## src/rtl/cpu16_ctrl_pkg.sv

```systemverilog
// Shared encodings for the 16-bit multi-cycle CPU control path.
package cpu16_ctrl_pkg;

   typedef enum logic [3:0] {
      ST_IDLE     = 4'd0,
      ST_FETCH    = 4'd1,
      ST_DECODE   = 4'd2,
      ST_EXEC_R   = 4'd3,
      ST_WB_R     = 4'd4,
      ST_EXEC_I   = 4'd5,
      ST_WB_I     = 4'd6,
      ST_MEM_ADDR = 4'd7,
      ST_MEM_RD   = 4'd8,
      ST_WB_MEM   = 4'd9,
      ST_MEM_WR   = 4'd10,
      ST_BRANCH   = 4'd11,
      ST_JUMP     = 4'd12,
      ST_TRAP     = 4'd13
   } state_t;

   localparam logic [3:0] OP_R0  = 4'b0000;
   localparam logic [3:0] OP_R1  = 4'b0001;
   localparam logic [3:0] OP_R2  = 4'b0010;
   localparam logic [3:0] OP_I0  = 4'b1001;
   localparam logic [3:0] OP_I1  = 4'b1010;
   localparam logic [3:0] OP_I2  = 4'b1011;
   localparam logic [3:0] OP_LW  = 4'b1100;
   localparam logic [3:0] OP_SW  = 4'b1101;
   localparam logic [3:0] OP_JMP = 4'b1110;
   localparam logic [3:0] OP_BEQ = 4'b1111;

   localparam logic [1:0] ALU_OP_ADD   = 2'b00;
   localparam logic [1:0] ALU_OP_SUB   = 2'b01;
   localparam logic [1:0] ALU_OP_FUNCT = 2'b10;
   localparam logic [1:0] ALU_OP_ITYPE = 2'b11;

   localparam logic [1:0] SRC_B_REG = 2'b00;
   localparam logic [1:0] SRC_B_ONE = 2'b01;
   localparam logic [1:0] SRC_B_IMM = 2'b10;

   localparam logic [1:0] PC_SRC_ALU    = 2'b00;
   localparam logic [1:0] PC_SRC_ALUOUT = 2'b01;
   localparam logic [1:0] PC_SRC_JUMP   = 2'b10;

   localparam logic [1:0] TRAP_NONE    = 2'b00;
   localparam logic [1:0] TRAP_ILLEGAL = 2'b01;
   localparam logic [1:0] TRAP_TIMEOUT = 2'b10;

   // States that wait on the memory handshake.
   function automatic logic is_mem_state(input state_t s);
      return (s == ST_FETCH) || (s == ST_MEM_RD) || (s == ST_MEM_WR);
   endfunction

endpackage

```

## src/rtl/multicycle_ctrl_mem_wait_timer.sv

```systemverilog
// Saturating count of consecutive memory wait cycles with timeout compare.
module mem_wait_timer #(
   parameter int unsigned TIMEOUT_CYC = 255,
   parameter int unsigned CNT_W       = 8
) (
   input  logic clk,
   input  logic rst_n,
   input  logic clear,
   input  logic inc,
   output logic expired
);

   logic [CNT_W-1:0] cnt;

   // Clear has priority; increment saturates at all-ones.
   always_ff @(posedge clk or negedge rst_n) begin
      if (!rst_n) begin
         cnt <= '0;
      end else if (clear) begin
         cnt <= '0;
      end else if (inc && (cnt != '1)) begin
         cnt <= cnt + CNT_W'(1);
      end
   end

   // A zero limit disables the timeout entirely.
   assign expired = (TIMEOUT_CYC != 0) && (cnt == CNT_W'(TIMEOUT_CYC));

endmodule

```

## src/rtl/multicycle_ctrl.sv

```systemverilog
// Multi-cycle instruction sequencer driving the 16-bit CPU datapath controls.
module multicycle_ctrl
   import cpu16_ctrl_pkg::*;
#(
   parameter int unsigned TIMEOUT_CYC = 255,
   parameter int unsigned CNT_W       = 8
) (
   input  logic       clk,
   input  logic       rst_n,
   input  logic       run,
   input  logic [3:0] opcode,
   input  logic       mem_ready,
   output logic       pc_write,
   output logic       pc_write_cond,
   output logic       iord,
   output logic       mem_read,
   output logic       mem_write,
   output logic       ir_write,
   output logic       reg_dst,
   output logic       mem_to_reg,
   output logic       reg_write,
   output logic       alu_src_a,
   output logic [1:0] alu_src_b,
   output logic [1:0] alu_op,
   output logic [1:0] pc_src,
   output logic       instr_done,
   output logic       trap,
   output logic [1:0] trap_cause
);

   state_t     state, next_state;
   logic [1:0] cause_next;
   logic       expired;
   logic       tmr_clear, tmr_inc;

   // Counter restarts whenever a state is entered or the memory answers.
   assign tmr_clear = (next_state != state) || mem_ready;
   assign tmr_inc   = is_mem_state(state) && !mem_ready;

   mem_wait_timer #(
      .TIMEOUT_CYC (TIMEOUT_CYC),
      .CNT_W       (CNT_W)
   ) u_timer (
      .clk     (clk),
      .rst_n   (rst_n),
      .clear   (tmr_clear),
      .inc     (tmr_inc),
      .expired (expired)
   );

   // State register.
   always_ff @(posedge clk or negedge rst_n) begin
      if (!rst_n) begin
         state <= ST_IDLE;
      end else begin
         state <= next_state;
      end
   end

   // Trap cause latched on entry to TRAP and held until reset.
   always_ff @(posedge clk or negedge rst_n) begin
      if (!rst_n) begin
         trap_cause <= TRAP_NONE;
      end else if ((next_state == ST_TRAP) && (state != ST_TRAP)) begin
         trap_cause <= cause_next;
      end
   end

   // Next-state and per-state control decode.
   always_comb begin
      next_state    = state;
      cause_next    = TRAP_NONE;
      pc_write      = 1'b0;
      pc_write_cond = 1'b0;
      iord          = 1'b0;
      mem_read      = 1'b0;
      mem_write     = 1'b0;
      ir_write      = 1'b0;
      reg_dst       = 1'b0;
      mem_to_reg    = 1'b0;
      reg_write     = 1'b0;
      alu_src_a     = 1'b0;
      alu_src_b     = SRC_B_REG;
      alu_op        = ALU_OP_ADD;
      pc_src        = PC_SRC_ALU;
      instr_done    = 1'b0;
      trap          = 1'b0;

      case (state)
         ST_IDLE: begin
            if (run) next_state = ST_FETCH;
         end
         ST_FETCH: begin
            mem_read  = 1'b1;
            alu_src_b = SRC_B_ONE;
            pc_write  = mem_ready;
            ir_write  = mem_ready;
            if (mem_ready) begin
               next_state = ST_DECODE;
            end else if (expired) begin
               next_state = ST_TRAP;
               cause_next = TRAP_TIMEOUT;
            end
         end
         ST_DECODE: begin
            alu_src_b = SRC_B_IMM;
            case (opcode)
               OP_R0, OP_R1, OP_R2: next_state = ST_EXEC_R;
               OP_I0, OP_I1, OP_I2: next_state = ST_EXEC_I;
               OP_LW, OP_SW:        next_state = ST_MEM_ADDR;
               OP_BEQ:              next_state = ST_BRANCH;
               OP_JMP:              next_state = ST_JUMP;
               default: begin
                  next_state = ST_TRAP;
                  cause_next = TRAP_ILLEGAL;
               end
            endcase
         end
         ST_EXEC_R: begin
            alu_src_a  = 1'b1;
            alu_src_b  = SRC_B_REG;
            alu_op     = ALU_OP_FUNCT;
            next_state = ST_WB_R;
         end
         ST_WB_R: begin
            reg_dst    = 1'b1;
            reg_write  = 1'b1;
            instr_done = 1'b1;
            next_state = run ? ST_FETCH : ST_IDLE;
         end
         ST_EXEC_I: begin
            alu_src_a  = 1'b1;
            alu_src_b  = SRC_B_IMM;
            alu_op     = ALU_OP_ITYPE;
            next_state = ST_WB_I;
         end
         ST_WB_I: begin
            reg_write  = 1'b1;
            instr_done = 1'b1;
            next_state = run ? ST_FETCH : ST_IDLE;
         end
         ST_MEM_ADDR: begin
            alu_src_a  = 1'b1;
            alu_src_b  = SRC_B_IMM;
            next_state = (opcode == OP_SW) ? ST_MEM_WR : ST_MEM_RD;
         end
         ST_MEM_RD: begin
            iord     = 1'b1;
            mem_read = 1'b1;
            if (mem_ready) begin
               next_state = ST_WB_MEM;
            end else if (expired) begin
               next_state = ST_TRAP;
               cause_next = TRAP_TIMEOUT;
            end
         end
         ST_WB_MEM: begin
            mem_to_reg = 1'b1;
            reg_write  = 1'b1;
            instr_done = 1'b1;
            next_state = run ? ST_FETCH : ST_IDLE;
         end
         ST_MEM_WR: begin
            iord       = 1'b1;
            mem_write  = 1'b1;
            instr_done = mem_ready;
            if (mem_ready) begin
               next_state = run ? ST_FETCH : ST_IDLE;
            end else if (expired) begin
               next_state = ST_TRAP;
               cause_next = TRAP_TIMEOUT;
            end
         end
         ST_BRANCH: begin
            alu_src_a     = 1'b1;
            alu_src_b     = SRC_B_REG;
            alu_op        = ALU_OP_SUB;
            pc_write_cond = 1'b1;
            pc_src        = PC_SRC_ALUOUT;
            instr_done    = 1'b1;
            next_state    = run ? ST_FETCH : ST_IDLE;
         end
         ST_JUMP: begin
            pc_write   = 1'b1;
            pc_src     = PC_SRC_JUMP;
            instr_done = 1'b1;
            next_state = run ? ST_FETCH : ST_IDLE;
         end
         ST_TRAP: begin
            trap = 1'b1;
         end
         default: begin
            next_state = ST_IDLE;
         end
      endcase
   end

endmodule
```

## config.mk

```make
export PLATFORM = sky130hd
export DESIGN_NAME = multicycle_ctrl
export DESIGN_NICKNAME = d
export VERILOG_FILES = /design/src/rtl/cpu16_ctrl_pkg.sv /design/src/rtl/multicycle_ctrl_mem_wait_timer.sv /design/src/rtl/multicycle_ctrl.sv
export SDC_FILE = /design/constraint.sdc
export NUM_CORES = 1
export LEC_CHECK = 0
export ABC_AREA = 0
export CORE_MARGIN = 2
export CORE_UTILIZATION = 45
export CTS_CLUSTER_SIZE = 40
export DETAILED_ROUTE_END_ITERATION = 16
export PLACE_DENSITY = 0.76
export SETUP_SLACK_MARGIN = 0.5
export SLEW_MARGIN = 25
export SYNTH_ARGS = -nofsm -noshare
export SYNTH_HDL_FRONTEND = slang
export SYNTH_SLANG_ARGS = --single-unit
```

## constraint.sdc

```tcl
create_clock -name clk -period 2 [get_ports clk]
set_clock_uncertainty 0.1 [all_clocks]
set_input_delay 0.2 -clock clk [delete_from_list [all_inputs] [get_ports clk]]
set_output_delay 0.2 -clock clk [all_outputs]
set_load 0.05 [all_outputs]
```

==> results.json, run 1 <==
{
  "outcome": "did not finish",
  "lastStage": "5_1_grt",
  "tool.error": "[ERROR DPL-0038] Utilization greater than 100%, impossible to legalize",
  "hpwl_um": 3090,
  "synth_ff_type": "dfrtp_1",
  "syn_area_per_cell_um2": 7.97,
  "synth-async-reset-ratio": 1.00,
  "post_synth_inst_count": 156,
  "yosys.area.top_type": "dfrtp_1",
  "postPlaceCellArea_mm2": 0.00213,
  "cts_sinks": 14,
  "cts_max_level": 1,
  "die_w_um": 56.6,
  "die_h_um": 56.6,
  "root_buffer": "clkbuf_4",
  "synth_top_area_frac": 0.282,
  "synth.top_cells.by_area": "dfrtp_1 (28%), nor2_1 (7.5%), xnor2_1 (4.2%)",
  "yosysSeqAreaShare": 0.282,
  "yosys_register_bits": 14,
  "place_inst": 251,
  "grt-worst-endpoint": "u_timer.cnt[2]$_DFFE_PN0P_/D",
  "synth_area_mm2": 0.00124,
  "synth_edf_count": 0,
  "place.gp.congestion": 0.963,
  "num_rows": 19,
  "syn-num-nets": 165,
  "yosys_warnings": 0,
  "cts_buffers": 3,
  "io_pins": 28,
  "synth.distinct_cells": 48,
  "worst_endpoint_kind": "register input",
  "clockBufferDepth": 2,
  "grt_max_degree": 17,
  "start_util": 0.463,
  "io_buffers": 27
}
-- cells in the mapped netlist (all sizes together) (2+ instances only) --
cell type	number
nor3	9
and3	4
o21ai	8
inv	9
nor2	25
nand2	13
nor3b	2
a21oi	9
a211oi	3
xnor2	6
clkbuf	2
xor2	4
nand4	3
nor2b	3
o32ai	2
a311oi	2
nand3	3
nand2b	4
dfrtp	14
buf	8
mux2i	2
or2	2
a2111oi	2
-- stage by stage --
| stage | hold WS, ns | setup TNS [ns] | util | worst slack [ns] |
|---|---|---|---|---|
| 4_1_cts | 0.202 | -1.20 | 0.970 | -0.179 |
| 3_5_place_dp | 0.392 | -2.70 | 0.794 | -0.414 |
| 3_3_place_gp | 0.374 | -1.90 | 0.794 | -0.305 |
| 2_1_floorplan | -0.196 | -2.49 | - | -0.348 |
-- logic make-up after synthesis --
group                    synth area share
buffers and inverters              0.0704
XOR/XNOR                           0.0704
multiplexers                       0.0252
AO/OA/AOI/OAI                       0.207
adder cells (fa/ha/maj)            0.0101
AND/OR/NAND/NOR                     0.335
flip-flops                          0.282
-- what timing repair did --
action                     4_1_cts
hold buffers                     0
setup buffers                   16
setup endpoints to repair       34
pin swaps                       16
resized for setup               77
==> run 2, diff against run 1 <==
--- a/config.mk
+++ b/config.mk
@@ -6,12 +6,10 @@
 export NUM_CORES = 1
 export LEC_CHECK = 0
 export ABC_AREA = 0
-export CORE_MARGIN = 2
-export CORE_UTILIZATION = 45
-export CTS_CLUSTER_SIZE = 40
+export CORE_AREA = 2 2 63 65
 export DETAILED_ROUTE_END_ITERATION = 16
-export PLACE_DENSITY = 0.76
-export SETUP_SLACK_MARGIN = 0.5
+export DIE_AREA = 0 0 65 67
+export PLACE_DENSITY_LB_ADDON = 0.15
 export SLEW_MARGIN = 25
 export SYNTH_ARGS = -nofsm -noshare
 export SYNTH_HDL_FRONTEND = slang
==> constraint.sdc (replaced) <==
create_clock -name clk -period 2.6 [get_ports clk]
set_clock_uncertainty 0.1 [all_clocks]
set_input_delay 0.26 -clock clk [delete_from_list [all_inputs] [get_ports clk]]
set_output_delay 0.26 -clock clk [all_outputs]
set_load 0.05 [all_outputs]
==> run 2 against run 1 <==
Area after synthesis is the same; synthesized cell count is the same; the flow now finishes without violations.
==> results.json, run 2 <==
{
  "crit_required_ns": 2.63,
  "syn_area_per_cell_um2": 7.97,
  "post-place-ws_ns": 0.0522,
  "place.gp.congestion": 0.870,
  "fillers": 353,
  "cts_sinks": 14,
  "postCtsHoldBufs": 0,
  "finalNetCount": 200,
  "cts_max_level": 1,
  "crit_start": "state[0]",
  "critPathCaptureType": "register",
  "cts_buffers": 3,
  "maxSlewViolCount": 0,
  "slowest_delay_ns": 0.60,
  "yosys_register_bits": 14,
  "min_path_type": "input port to asynchronous set/reset pin",
  "die_w_um": 65,
  "root_buffer": "clkbuf_8",
  "synth_top_area_frac": 0.282,
  "synth_area_mm2": 0.00124,
  "drt-pass1-iter-count": 4,
  "grt_pass1_wl_um": 5400,
  "min_period_ns": 2.41,
  "antenna_found_initial": 0,
  "synth_edf_count": 0,
  "powerDensity_mw_per_mm2": 1070,
  "yosysSeqAreaShare": 0.282,
  "die-area_mm2": 0.00436,
  "drive_gt1_frac": 0.247,
  "die_h_um": 67,
  "route.detailed.drc": 0,
  "cp_max_fo": 10,
  "synth.top_cells.by_area": "dfrtp_1 (28%), nor2_1 (7.5%), xnor2_1 (4.2%)",
  "critPathLaunchType": "register",
  "postCtsResizedCells": 0,
  "largest_reg_flops": 8,
  "timing_worst_slew_pin_value_ns": 0.631,
  "yosys.area.top_type": "dfrtp_1",
  "synth_ff_type": "dfrtp_1",
  "rsz0062_at_grt": "false",
  "clockBufferDepth": 2,
  "max_freq_mhz": 415,
  "post_synth_inst_count": 156,
  "r2r-start": "state[0]",
  "cp_slowest_cell": "or4b_4",
  "timing.rr.end": "trap_cause[0]",
  "fin_setup_tns_ns": 0,
  "rr_worst_depth": 6,
  "synth.most_common_cell": "nor2_1",
  "sw_frac_of_total": 0.517,
  "finalHoldViolCount": 0,
  "power_frac_comb": 0.705,
  "start_util": 0.345,
  "drtIter0Drc": 95,
  "power.leakage_uw": 0.000740,
  "cp.arrival_ns": 2.43,
  "ir_drop_uv": 513,
  "outcome": "finished clean",
  "p_seq_frac": 0.180,
  "top_register": "u_timer.cnt",
  "postRouteAntennaNets": 0,
  "yosys_warnings": 0,
  "final-setup-viol-count": 0,
  "area_delta_synth_final_pct": 34.9,
  "io_buffers": 27,
  "crit_end": "trap_cause[0]",
  "p_int_uw": 868,
  "path_cells": "or4b_4 -> o32ai_1 -> nor3_1 -> buf_4 -> a2111oi_4 -> mux2_1",
  "syn-num-nets": 165,
  "relSlewSlack": 0.578,
  "grt_max_degree": 21,
  "grt_use_total": 0.158,
  "viasPerCell": 5.24,
  "worst_slack_ns": 0.193,
  "final_common_cell": "buf_4",
  "final_cell_mix": "buf_4 (27), nor2_1 (25), dfrtp_1 (14)",
  "timing.final.crit_share": 0.926,
  "post_cts_buffers": 0,
  "top_regs": "u_timer.cnt: 8 flops, state: 4 flops, trap_cause: 2 flops",
  "hpwl_um": 2510,
  "vias": 1246,
  "ys_top_cells_by_count": "nor2_1 (25), dfrtp_1 (14), nand2_1 (13)",
  "synth.distinct_cells": 48,
  "path_clk_slew_ns": 0.06,
  "wl_per_cell_um": 13.2,
  "grt_remaining_overflow": 0,
  "p_sw_uw": 929,
  "reg2reg_slack_ns": 0.19,
  "coreArea_mm2": 0.00361,
  "worst-setup-path-type": "register to register",
  "insertion_delay_ns": 0.24,
  "grt_pass1_vias": 1181,
  "synth-async-reset-ratio": 1.00,
  "n_antenna_cell": 0,
  "io_pins": 28,
  "num_rows": 22,
  "p_clk_frac": 0.115,
  "cts_tree": "built",
  "drt-total-wl_um": 3150,
  "cap_violations": 0
}
==> run 2: cell counts after synthesis <==
Identical to the previous run, type by type.
==> run 2: stage by stage <==
stage | total power [uW] | instances | utilization | cell area [um^2] | hold WS (ns)
floorplan | 1170 | 156 | - | 1250 | -0.136
global placement | 1590 | 234 | 0.450 | 1620 | 0.378
detailed placement | 1600 | 234 | 0.450 | 1620 | 0.384
CTS | 1810 | 238 | 0.465 | 1680 | 0.338
global route | 1920 | 238 | 0.465 | 1680 | 0.358
finish | 1800 | 238 | 0.465 | 1680 | 0.312
==> run 2: worst min path at each step <==
| stage | from | end | depth (start not counted) |
|---|---|---|---|
| 4_1_cts | rst_n | u_timer.cnt[6] | 1 |
| 6_report | rst_n | u_timer.cnt[0] | 1 |
| 2_1_floorplan | rst_n | state[0] | 0 |
| 5_1_grt | rst_n | u_timer.cnt[1] | 1 |
| 3_5_place_dp | trap_cause[0] | trap_cause[0] | 1 |
| 3_3_place_gp | trap_cause[0] | trap_cause[0] | 1 |
==> run 2: cell families (layout without fill, tap and decap cells) <==
| family | count (synthesis) | count (layout) | synth area share |
|---|---|---|---|
| buffers and inverters | 19 | 53 | 0.0704 |
| XOR/XNOR | 10 | 10 | 0.0704 |
| AND/OR/NAND/NOR | 76 | 76 | 0.335 |
| adder cells (fa/ha/maj) | 1 | 1 | 0.0101 |
| AO/OA/AOI/OAI | 33 | 33 | 0.207 |
| flip-flops | 14 | 14 | 0.282 |
| multiplexers | 3 | 3 | 0.0252 |
==> run 2: layout make-up <==
type | instances | area (um^2) | area share
Multi-Input combinational cell | 123 | 816 | 0.486
Timing Repair Buffer | 40 | 363 | 0.216
Sequential cell | 14 | 350 | 0.209
Tap cell | 48 | 60.1 | 0.0358
Clock buffer | 4 | 55.1 | 0.0328
Inverter | 9 | 33.8 | 0.0201
==> run 2: power by group through the flow <==
stage	registers (uW)	logic, uW	clock network [uW]
after detailed placement	327	1270	0
after global placement	328	1260	0
after floorplan	347	827	0
after CTS	324	1270	214
final	324	1270	206
after global routing	332	1370	224
==> run 2: worst max-delay path, delay by kind of cell (launching register included) <==
family | cells | cell delay, ns
buffers and inverters | 1 | 0.16
multiplexers | 1 | 0.35
flip-flops | 1 | 0.48
AO/OA/AOI/OAI | 2 | 0.50
AND/OR/NAND/NOR | 2 | 0.71
==> run 2: layer usage <==
| metal | vias up | wire length [um] | share of wire | GRT usage |
|---|---|---|---|---|
| li1 | 625 | - | - | - |
| met1 | 584 | 1400 | 0.44 | 0.201 |
| met2 | 33 | 1570 | 0.50 | 0.278 |
| met3 | 4 | 151 | 0.048 | 0.0169 |
| met4 | 0 | 29 | 0.0092 | 0.0479 |
| met5 | - | 0 | 0 | 0 |
Note: power is estimated with default switching activity, not from simulation.
==> run 3, diff against run 2 <==
--- a/config.mk
+++ b/config.mk
@@ -7,6 +7,7 @@
 export LEC_CHECK = 0
 export ABC_AREA = 0
 export CORE_AREA = 2 2 63 65
+export CTS_CLUSTER_DIAMETER = 80
 export DETAILED_ROUTE_END_ITERATION = 16
 export DIE_AREA = 0 0 65 67
 export PLACE_DENSITY_LB_ADDON = 0.15
==> results of run 3 <==
The final DEF is identical to that of run 2; final timing and power are the same.
==> run 4, diff against run 3 <==
--- a/config.mk
+++ b/config.mk
@@ -11,7 +11,7 @@
 export DETAILED_ROUTE_END_ITERATION = 16
 export DIE_AREA = 0 0 65 67
 export PLACE_DENSITY_LB_ADDON = 0.15
-export SLEW_MARGIN = 25
+export SLEW_MARGIN = 15
 export SYNTH_ARGS = -nofsm -noshare
 export SYNTH_HDL_FRONTEND = slang
 export SYNTH_SLANG_ARGS = --single-unit
==> results of run 4 <==
The final DEF is identical to that of run 2; final timing and power are the same.
==> patch 1, RTL diff (config.mk and constraints of run 3) <==
`CNT_W` is set to 8 in 2 places; all go to 7.
--- a/src/rtl/multicycle_ctrl_mem_wait_timer.sv
+++ b/src/rtl/multicycle_ctrl_mem_wait_timer.sv
@@ -1,7 +1,7 @@
 // Saturating count of consecutive memory wait cycles with timeout compare.
 module mem_wait_timer #(
    parameter int unsigned TIMEOUT_CYC = 255,
-   parameter int unsigned CNT_W       = 8
+   parameter int unsigned CNT_W       = 7
 ) (
    input  logic clk,
    input  logic rst_n,
--- a/src/rtl/multicycle_ctrl.sv
+++ b/src/rtl/multicycle_ctrl.sv
@@ -3,7 +3,7 @@
    import cpu16_ctrl_pkg::*;
 #(
    parameter int unsigned TIMEOUT_CYC = 255,
-   parameter int unsigned CNT_W       = 8
+   parameter int unsigned CNT_W       = 7
 ) (
    input  logic       clk,
    input  logic       rst_n,
Behaviour: no difference found for any inputs over 10 cycles, from zero or initial values and one cycle with rst_n low; that may be too few to reach the edited logic, so the function may still have changed.
==> patch 1 against run 3 <==
Combinational power rose by 10%. Total power rose by 4.4%. Sequential cell count fell by 1. Highest routed layer unchanged. Design area fell by 7.5%. Hold slack got worse by 0.022 ns. Final cell count fell by 7.1%. Global-route usage did not move. Sequential power fell by 6%. Non-clock buffer count fell by 6. Area after synthesis fell by 2.8%. Wire length fell by 2.3%. Synthesized cell count fell by 6.4%. Worst setup slack improved by 0.029 ns. Core utilization fell by 3.5 points.
==> patch 1: results (changes against run 3) <==
remaining global-route overflow: 0 (unchanged)
Final Cycle Share: 91.5% (-1.1 points)
non-clock inverter instance count of the final layout: 5 (-4)
maximum cell stage delay along the critical path: 0.84 ns (+0.24 ns)
Critical Path AT: 2.02 ns (-0.41 ns)
Seq power: 0.000305 W (-6%)
Post-CTS Resized: 0 (unchanged)
largest net degree at the start of global routing: 19 (-9.5%)
largest cells by area after synthesis: sky130_fd_sc_hd__dfrtp_1 27%, sky130_fd_sc_hd__nor2_1 5.3%, sky130_fd_sc_hd__nor3_1 3.3%
final RePlAce weighted congestion: 0.817 (-6.1%)
worst reg-to-reg setup slack: 0.24 ns (+0.05 ns)
bufs w/o clock: 34 (-15%)
number of synthesized register bits: 13 (-1)
fraction of the yosys area taken by sequential cells: 26.9% (-1.3 points)
average cell area after synthesis: 8.28 um2 (+3.8%)
synthesized netlist net count: 155 (-6.1%)
first-pass GRT wire length: 5460 um (+1.1%)
logic depth of the worst register-to-register path: 7 (+1)
post-DR vias/cell: 5.35 (+2.2%)
buffer share of cell area: 19.8% (-1.8 points)
Register Area: 325 um2 (-7.1%)
dpl cells: 217 (-7.3%)
Detail Placement HPWL: 2450 um (-2.5%)
kind of critical path: reg -> out
area occupied by multi-input gates: 795 um2 (-2.6%)
leakage: 0.604 nW (-18%)
multi-input logic cell count: 117 (-4.9%)
post-CTS setup-driven buffer insertion count: 0 (unchanged)
kind of cell with the highest combined delay on the critical path: buffers and inverters
count of input and output buffers: 27 (unchanged)
mean routed wirelength per cell: 13.9 um (+5.2%)
layout filler cell count: 382 (+8.2%)
crit-path max FO: 13 (+3)
worst-case setup slack after placement: 0.113 ns (+0.0611 ns)
total number of vias: 1,182 (-5.1%)
fraction of final layout cells with drive strength greater than 1: 25.4% (+0.70 points)
number of DRC violations after detailed-routing iteration 0: 55 (-42%)
Cell Int Power: 0.000854 W (-1.6%)
clk cell area share: 2.90% (-0.38 points)
Layout clock buffers: 4 (unchanged)
CTS max path bufs: 2 (unchanged)
result of the run: finished, final reports clean
slew of the pin with the lowest slew margin: 0.557 ns (-0.0738 ns)
Total Nets Final: 183 (-8.5%)
number of buffers added by the clock tree synthesis step: 3 (unchanged)
Synth cell types: 57 (+19%)
final hold slack: 0.290 ns (-0.0219 ns)
endpoint of the most critical setup path: pc_src[1]
leading registers by flop count: u_timer.cnt (7), state (4), trap_cause (2)
Slowest cell on crit path: sky130_fd_sc_hd__clkdlybuf4s50_1
Clock transition at path regs: 0.05 ns
total routing usage reported by global routing: 15.8% (unchanged)
end of the worst register-to-register path: trap_cause[0]
Crit Reg-Reg Startpoint: state[3]
IR drop worst, VDD: 0.580 mV (+13%)
Clock power frac: 9.0% (-2.5 points)
list of most frequent post-synthesis cells: 17 x sky130_fd_sc_hd__nor2_1, 13 x sky130_fd_sc_hd__dfrtp_1, 10 x sky130_fd_sc_hd__nand2_1
most common cell in the synthesized netlist: sky130_fd_sc_hd__nor2_1
-- patch 1: changes by cell type after synthesis, sizes merged, moves of 3 or more --
| cell | change |
|---|---|
| a21oi | -3 |
| a31oi | +4 |
| and3 | -4 |
| clkbuf | +3 |
| inv | -4 |
| nand2 | -3 |
| nor2 | -7 |
| xnor2 | -3 |
-- patch 1: metal layers --
metal	vias to the layer above	routed length, um	track usage, %	part of all wire [%]
li1	587	-	-	-
met1	558	1470	20.2	48
met2	31	1430	26.7	46
met3	6	133	2.20	4.3
met4	0	52	6.12	1.7
met5	-	0	0	0
-- patch 1: stage by stage --
step,instance area [um2],power (W)
final,1550,0.00188
after global routing,1550,0.00200
after CTS,1550,0.00189
after detailed placement,1510,0.00171
after global placement,1510,0.00170
after floorplan,1220,0.00132
-- patch 1: logic make-up after synthesis --
kind of cell	Yosys count	share of synthesized area [%]
simple gates	70	33.6
compound gates	37	23.1
buf+inv	16	8.49
flops	13	26.9
xor+xnor	6	4.35
mux	3	2.48
fa+ha+maj	1	1.04
==> patch 2, RTL diff (flow settings as in run 3) <==
Without the edit above. Make the reset (`rst_n`) synchronous in 3 clocked blocks.
--- a/src/rtl/multicycle_ctrl_mem_wait_timer.sv
+++ b/src/rtl/multicycle_ctrl_mem_wait_timer.sv
@@ -13,7 +13,7 @@
    logic [CNT_W-1:0] cnt;
 
    // Clear has priority; increment saturates at all-ones.
-   always_ff @(posedge clk or negedge rst_n) begin
+   always_ff @(posedge clk) begin
       if (!rst_n) begin
          cnt <= '0;
       end else if (clear) begin
--- a/src/rtl/multicycle_ctrl.sv
+++ b/src/rtl/multicycle_ctrl.sv
@@ -49,7 +49,7 @@
    );
 
    // State register.
-   always_ff @(posedge clk or negedge rst_n) begin
+   always_ff @(posedge clk) begin
       if (!rst_n) begin
          state <= ST_IDLE;
       end else begin
@@ -58,7 +58,7 @@
    end
 
    // Trap cause latched on entry to TRAP and held until reset.
-   always_ff @(posedge clk or negedge rst_n) begin
+   always_ff @(posedge clk) begin
       if (!rst_n) begin
          trap_cause <= TRAP_NONE;
       end else if ((next_state == ST_TRAP) && (state != ST_TRAP)) begin
Behaviour: differs if rst_n is asserted again (counterexample within 4 cycles, from zero or initial values and one cycle with rst_n low); with rst_n held inactive, the same outputs for 10 cycles.
==> patch 2 against run 3 <==
Design area fell by 1.6%. Count of clock-buffer cells in the layout did not move. Hold slack improved by 0.083 ns. Worst setup slack improved by 0.032 ns. Wire length rose by 5.7%. Total power fell by 36%. Sequential cell count did not move. Area after synthesis rose by 5.2%. Critical endpoint is now alu_op[0]. Core utilization fell by 0.76 points. Largest cell class unchanged. Synthesized cell count rose by 11%. Global-route usage rose by 0.54 points. Largest power group unchanged.
==> patch 2: results (changes against run 3) <==
result of the run: finished, final reports clean
fraction of area in multi-input gates: 56.4% (+7.8 points)
leakage: 0.620 nW (-16%)
Total Nets Final: 205 (+2.5%)
total number of vias: 1,308 (+5.0%)
buffer share of cell area: 18.0% (-3.6 points)
Slowest cell on crit path: sky130_fd_sc_hd__dfxtp_1
largest net degree at the start of global routing: 14 (-33%)
adder and majority gate portion of the synthesized area: 0.956% (-0.050 points)
fraction of final layout cells with drive strength greater than 1: 21.0% (-3.7 points)
fraction of the yosys area taken by sequential cells: 21.4% (-6.8 points)
worst-case setup slack after placement: 0.240 ns (+0.188 ns)
bufs w/o clock: 31 (-23%)
Clock power frac: 18.4% (+6.9 points)
post-synthesis xor/xnor area fraction: 6.02% (-1.0 points)
first-pass GRT wire length: 5580 um (+3.2%)
final hold slack: 0.395 ns (+0.0828 ns)
async set-or-reset flop fraction in the synthesized netlist: 0% (-100 points)
via count of the first global-routing pass: 1,233 (+4.4%)
end of the worst register-to-register path: trap_cause[1]
logic depth of the worst register-to-register path: 7 (+1)
clk cell area share: 3.34% (+0.055 points)
Synth cell types: 55 (+15%)
Register Area: 280 um2 (-20%)
slew of the pin with the lowest slew margin: 0.547 ns (-0.0842 ns)
list of most frequent post-synthesis cells: 17 x sky130_fd_sc_hd__nor2_1, 15 x sky130_fd_sc_hd__nand2_1, 14 x sky130_fd_sc_hd__dfxtp_1
placed instance area: 1600 um2 (-1.7%)
non-clock inverter instance count of the final layout: 7 (-2)
total routing usage reported by global routing: 16.3% (+0.54 points)
mean routed wirelength per cell: 13.7 um (+3.5%)
multiplexer share of the synthesized area: 0.765% (-1.8 points)
comb pwr: 0.000660 W (-48%)
most instantiated flip-flop cell in the synthesis netlist: sky130_fd_sc_hd__dfxtp_1
average cell area after synthesis: 7.57 um2 (-5.1%)
[patch 2: changes by cell type after synthesis, moves of 3 or more]
cell / delta
sky130_fd_sc_hd__and3_1: -3
sky130_fd_sc_hd__clkbuf_1: +3
sky130_fd_sc_hd__dfrtp_1: -14
sky130_fd_sc_hd__dfxtp_1: +14
sky130_fd_sc_hd__inv_1: -4
sky130_fd_sc_hd__nand2b_1: +3
sky130_fd_sc_hd__nand3_1: +3
sky130_fd_sc_hd__nor2_1: -8
sky130_fd_sc_hd__nor3_1: -4
sky130_fd_sc_hd__nor4_1: +4
sky130_fd_sc_hd__o21a_1: +3
sky130_fd_sc_hd__xnor2_1: -3
[patch 2: layer usage]
| layer | vias up | track usage, % | share of wire, % |
|---|---|---|---|
| met3 | 4 | 3.04 | 3.9 |
| met4 | 0 | 4.52 | 0.69 |
| li1 | 675 | - | - |
| met2 | 31 | 30.7 | 50 |
| met1 | 598 | 18.6 | 46 |
| met5 | - | 0 | 0 |
